`config.mk`:
```
export PLATFORM = sky130hd
export DESIGN_NAME = reg_bank
export DESIGN_NICKNAME = d
export VERILOG_FILES = /design/src/rtl/reg_bank_pkg.sv /design/src/rtl/reg_bank_word.sv /design/src/rtl/reg_bank.sv
export SDC_FILE = /design/constraint.sdc
export NUM_CORES = 2
export LEC_CHECK = 0
export ABC_CLOCK_PERIOD_IN_PS = 2000
export BUFFER_PORTS_ARGS = -buffer_cell sky130_fd_sc_hd__buf_2
export CORE_UTILIZATION = 35
export CTS_BUF_LIST = sky130_fd_sc_hd__clkbuf_8
export DETAILED_ROUTE_END_ITERATION = 10
export PLACE_DENSITY_LB_ADDON = 0.2
export SLEW_MARGIN = 20
export SYNTH_ARGS = -nofsm -noshare
export SYNTH_HDL_FRONTEND = slang
export SYNTH_SLANG_ARGS = --single-unit
```
`constraint.sdc`:
```
create_clock -name clk -period 2 [get_ports clk]
set_input_delay 0.1 -clock clk [delete_from_list [all_inputs] [get_ports clk]]
set_output_delay 0.1 -clock clk [all_outputs]
set_load 0.05 [all_outputs]
```
`src/rtl/reg_bank_pkg.sv`:
```
// Shared constants and helpers for the byte-enabled register bank.
// byte_merge works on a fixed maximum width; callers extend and truncate.
package reg_bank_pkg;

  localparam int BYTE_W      = 8;
  localparam int MERGE_MAX_W = 1024;
  localparam int MERGE_MAX_B = MERGE_MAX_W / BYTE_W;

  function automatic int addr_width(input int depth);
    return (depth > 1) ? $clog2(depth) : 1;
  endfunction

  // Replace every byte of old_w whose enable is set with the matching byte of new_w.
  function automatic logic [MERGE_MAX_W-1:0] byte_merge(
    input logic [MERGE_MAX_W-1:0] old_w,
    input logic [MERGE_MAX_W-1:0] new_w,
    input logic [MERGE_MAX_B-1:0] be
  );
    logic [MERGE_MAX_W-1:0] res;
    res = old_w;
    for (int i = 0; i < MERGE_MAX_B; i++) begin
      if (be[i]) begin
        res[i*BYTE_W +: BYTE_W] = new_w[i*BYTE_W +: BYTE_W];
      end
    end
    return res;
  endfunction

endpackage

```
`src/rtl/reg_bank_word.sv`:
```
// One register of the bank: asynchronous active-low clear, byte-enabled load.
module reg_bank_word
  import reg_bank_pkg::*;
#(
  parameter int WIDTH = 32
) (
  input  logic                    clk,
  input  logic                    rst_n,
  input  logic                    load_i,
  input  logic [WIDTH/BYTE_W-1:0] be_i,
  input  logic [WIDTH-1:0]        data_i,
  output logic [WIDTH-1:0]        q_o
);

  logic [WIDTH-1:0] word_q;
  logic [WIDTH-1:0] word_d;

  always_comb begin
    word_d = word_q;
    if (load_i) begin
      word_d = WIDTH'(byte_merge(MERGE_MAX_W'(word_q), MERGE_MAX_W'(data_i),
                                 MERGE_MAX_B'(be_i)));
    end
  end

  always_ff @(posedge clk or negedge rst_n) begin
    if (!rst_n) begin
      word_q <= '0;
    end else begin
      word_q <= word_d;
    end
  end

  assign q_o = word_q;

endmodule

```
`src/rtl/reg_bank.sv`:
```
// Multi-ported register bank: one byte-enabled write port, NUM_RD combinational
// read ports with write-through bypass, optional hard-wired zero register.
module reg_bank
  import reg_bank_pkg::*;
#(
  parameter int  WIDTH    = 32,
  parameter int  DEPTH    = 32,
  parameter int  NUM_RD   = 2,
  parameter int  ZERO_REG = 1,
  localparam int ADDR_W   = addr_width(DEPTH),
  localparam int BE_W     = WIDTH / BYTE_W
) (
  input  logic                     clk,
  input  logic                     rst_n,
  input  logic                     wr_en,
  input  logic [ADDR_W-1:0]        wr_addr,
  input  logic [WIDTH-1:0]         wr_data,
  input  logic [BE_W-1:0]          wr_be,
  input  logic [NUM_RD*ADDR_W-1:0] rd_addr,
  output logic [NUM_RD*WIDTH-1:0]  rd_data,
  output logic                     wr_drop
);

  logic             wr_fire;
  logic             zero_hit;
  logic             wr_store;
  logic [WIDTH-1:0] wr_merged;
  logic [WIDTH-1:0] word_val [DEPTH];

  // Gating with rst_n discards a write on an edge that coincides with reset
  // and keeps the bypass path quiet while reset is held.
  assign wr_fire  = rst_n & wr_en & (|wr_be);
  assign zero_hit = (ZERO_REG != 0) && (wr_addr == '0);
  assign wr_store = wr_fire & ~zero_hit;

  for (genvar i = 0; i < DEPTH; i++) begin : g_word
    if ((ZERO_REG != 0) && (i == 0)) begin : g_zero
      assign word_val[i] = '0;
    end else begin : g_reg
      reg_bank_word #(
        .WIDTH (WIDTH)
      ) u_word (
        .clk    (clk),
        .rst_n  (rst_n),
        .load_i (wr_store && (wr_addr == ADDR_W'(i))),
        .be_i   (wr_be),
        .data_i (wr_data),
        .q_o    (word_val[i])
      );
    end
  end

  assign wr_merged = WIDTH'(byte_merge(MERGE_MAX_W'(word_val[wr_addr]),
                                       MERGE_MAX_W'(wr_data),
                                       MERGE_MAX_B'(wr_be)));

  for (genvar p = 0; p < NUM_RD; p++) begin : g_rd
    logic [ADDR_W-1:0] addr;
    logic [WIDTH-1:0]  word;

    assign addr = rd_addr[p*ADDR_W +: ADDR_W];

    // wr_store already excludes the zero register, so address 0 stays 0 here.
    always_comb begin
      word = word_val[addr];
      if (wr_store && (wr_addr == addr)) begin
        word = wr_merged;
      end
      if (!rst_n) begin
        word = '0;
      end
    end

    assign rd_data[p*WIDTH +: WIDTH] = word;
  end

  if (ZERO_REG != 0) begin : g_drop
    logic drop_q;
    logic drop_d;

    assign drop_d = wr_fire & zero_hit;

    always_ff @(posedge clk or negedge rst_n) begin
      if (!rst_n) begin
        drop_q <= 1'b0;
      end else begin
        drop_q <= drop_d;
      end
    end

    assign wr_drop = drop_q;
  end else begin : g_no_drop
    assign wr_drop = 1'b0;
  end

endmodule

```
==> flow_summary.yaml <==
synthesis:
  synth.distinct_cells: 74
  synth_flop_cell: "dfrtp_1"
  yosys.area.top_type_share: 0.399
  synth_edf_count: 0
  postSynthAreaPerCell_um2: 13.8
  synthCells: 4523
  yosysMostFrequentCell: "mux2_2"
  async_flop_share: 1.00
  ys_seq_area_frac: 0.399
  synth_seq_cells: 993
  synth_nets: 4577
  yosysTopAreaCell: "dfrtp_1"
  syn_area_um2: 62300
  synthTopCellsByArea: "dfrtp_1 40%, mux2_2 23%, mux4_2 19%"
  synthTopCellsByCount: "1277 x mux2_2, 993 x dfrtp_1, 522 x mux4_2"
  ys_warn_count: 0
sta:
  setup_viol: 64
  max_freq_mhz: 311
  timing.final.crit_share: 1.61
  period_minus_slack_ps: 3210
  worst_slack_ps: -1210
  slew_violations: 0
  slew_headroom: 0.346
  worst_pin_slew_ps: 981
  skew_ps: 0
  hold_viol_final: 64
  timing.hold.ws_ps: -117
  finalSetupTns_ps: -62280
  rsz0062_at_grt: "true"
floorplanning:
  die_w_um: 424
  ioPinCount: 119
  core_region_area_um2: 176000
  die_h_um: 424
  initial_utilization: 0.353
  num_rows: 154
  die_area_um2: 180000
final_layout:
  layout.nets: 5610
  drive_gt1_frac: 0.647
  stdcell_area_um2: 83900
  area_growth_syn_to_layout_pct: 34.7
  fill_cells: 15624
  postLayoutCoreUtil: 0.475
power:
  peakVddDrop_mv: 0.745
  intPower_mw: 39.1
  p_leak_nw: 37.6
  power.share.switching: 0.304
  power_density_nw_per_um2: 670
  seqPwrFrac: 0.411
  clockPowerShare: 0.356
  switchingPower_mw: 17.1
  comb_power_share: 0.233
drt:
  vias: 49035
  dr.pass1.iters: 8
  viasPerCell: 6.10
  antenna_left: 0
  route.detailed.wl_per_inst_um: 32.3
  finalWirelength_um: 260000
  dr.first_iter.drc_count: 4421
  remaining_drc_errors: 0
worst_setup_path:
  r2r_start: "g_word[3].g_reg.u_word.q_o[25]"
  crit_type: "flip-flop to primary output"
  crit_path_start: "g_word[4].g_reg.u_word.q_o[26]"
  crit_path_end: "rd_data[58]"
  end_kind: "primary output"
  reg2reg_slack_ps: 520
  crit_fanout: 3
  worstPathRequired_ps: 1900
  crit_path_start_kind: "flip-flop"
  arrival_ps: 3110
  r2r-end: "g_word[3].g_reg.u_word.q_o[25]"
  r2r_cells: 3
cts:
  cts_buffers: 182
  clockBufferDepth: 3
  clock_sinks: 993
  hold_buffers: 60
  root_buffer: "clkbuf_8"
  cts_tree: "built"
  insertion_delay_ps: 970
  path_clk_slew_ps: 60
  htree_num_levels: 4
placement:
  port_buffers: 118
  place_area_um2: 77000
  pre_cts_slack_ps: -901
  hpwl_um: 184000
  gp_congestion: 0.947
global_routing:
  grt-ovfl-total: 0
  grt_start_max_net_pins: 157
  grt_pass1_wl_um: 375000
  antenna_found_initial: 10
  grt_pass1_vias: 50499
  grt_usage: 0.289
run_status:
  status: "finished with violations"
  failed_checks: "hold timing, setup timing"
worst_hold_path:
  hold_path_class: "primary input to asynchronous set/reset pin"
job:
  maxCapViolations: 0
==> placed cells by master (no fill, tap or decap), types with 13 or more instances in the layout <==
| cell | n |
|---|---|
| mux2i_1 | 185 |
| a221o_1 | 19 |
| a22oi_1 | 57 |
| mux2_4 | 13 |
| inv_1 | 71 |
| clkinv_2 | 23 |
| a221oi_2 | 23 |
| buf_6 | 29 |
| mux2i_4 | 34 |
| dfrtp_1 | 993 |
| mux2_1 | 16 |
| mux2_2 | 1264 |
| o211ai_1 | 22 |
| dlygate4sd3_1 | 53 |
| a21oi_1 | 16 |
| buf_4 | 864 |
| o21ai_0 | 47 |
| nor2_4 | 31 |
| a2111oi_4 | 29 |
| nor2_1 | 37 |
| nand3_1 | 63 |
| nor2_2 | 22 |
| a221oi_1 | 73 |
| o22a_1 | 13 |
| o22ai_4 | 55 |
| nand2_1 | 111 |
| buf_12 | 311 |
| clkbuf_8 | 227 |
| buf_2 | 42 |
| o22ai_1 | 72 |
| mux2i_2 | 31 |
| mux4_2 | 522 |
| o221ai_1 | 18 |
==> critical path, cell delays in order (launching register included) <==
cell and delay [ps]:
dfrtp_1 390, mux2_4 280, a222oi_1 430, o2111ai_1 210, buf_4 200, o211ai_1 140
buf_4 210, o22ai_4 90, buf_12 170
==> flip-flops by register name (all words and copies together), names as in the netlist <==
signal / cells
g_word.g_reg.u_word.q_o: 992
wr_drop: 1
==> metrics by stage <==
step | power, mW | std cells
floorplan | 29.7 | 4523
global placement | 35.1 | 7641
detailed placement | 35.3 | 7641
CTS | 56.4 | 8028
global route | 58.3 | 8044
finish | 56.2 | 8044
==> cell type report <==
cell class	instances	area (um^2)	area share
inverters	12	46.3	0.000552
clock buffers	227	3120	0.0372
well taps	2340	2930	0.0349
multi-input cells	3062	38500	0.459
repair buffers	1305	13900	0.165
diodes	9	22.5	0.000268
flip-flops and latches	993	24800	0.296
clock inverters	96	532	0.00634
==> kinds of logic after synthesis <==
logic type,synth area share
xor gates and xnor gates,0.00141
DFF,0.399
buffers and inverters,0.0343
and+or+nand+nor,0.0310
muxes,0.463
AOI/OAI and AO/OA,0.0717
==> worst min-delay path by stage <==
| stage | startpoint | end | cells past startpoint |
|---|---|---|---|
| after global routing | rst_n | g_word[31].g_reg.u_word.q_o[19] | 4 |
| final | rst_n | g_word[31].g_reg.u_word.q_o[19] | 4 |
| after detailed placement | rst_n | g_word[31].g_reg.u_word.q_o[19] | 3 |
| after CTS | rst_n | g_word[30].g_reg.u_word.q_o[20] | 4 |
| after floorplan | rst_n | g_word[10].g_reg.u_word.q_o[0] | 0 |
| after global placement | rst_n | g_word[31].g_reg.u_word.q_o[19] | 3 |
==> power groups by stage <==
stage / logic (mW) / clock network [mW] / registers, mW
2_1_floorplan: 6.70 / 0 / 23.0
3_3_place_gp: 11.8 / 0 / 23.4
3_5_place_dp: 11.9 / 0 / 23.4
4_1_cts: 12.9 / 20.5 / 23.1
5_1_grt: 13.7 / 21.3 / 23.4
6_report: 13.1 / 20.0 / 23.1
==> layer usage <==
metal / track usage / up-vias / share of wire
met5: 0 / - / 0.000077
met4: 0.166 / 2 / 0.064
met3: 0.0512 / 654 / 0.069
met2: 0.450 / 2164 / 0.46
met1: 0.378 / 25942 / 0.41
li1: - / 20273 / -
==> repair_timing <==
action | CTS | global route
resized for setup | 426 | 67
buffers inserted | 34 | 13
pin swaps | 92 | 62
hold endpoints to repair | 1641 | 64
setup endpoints to repair | 64 | 69
Power figures use the tool's default switching activity.
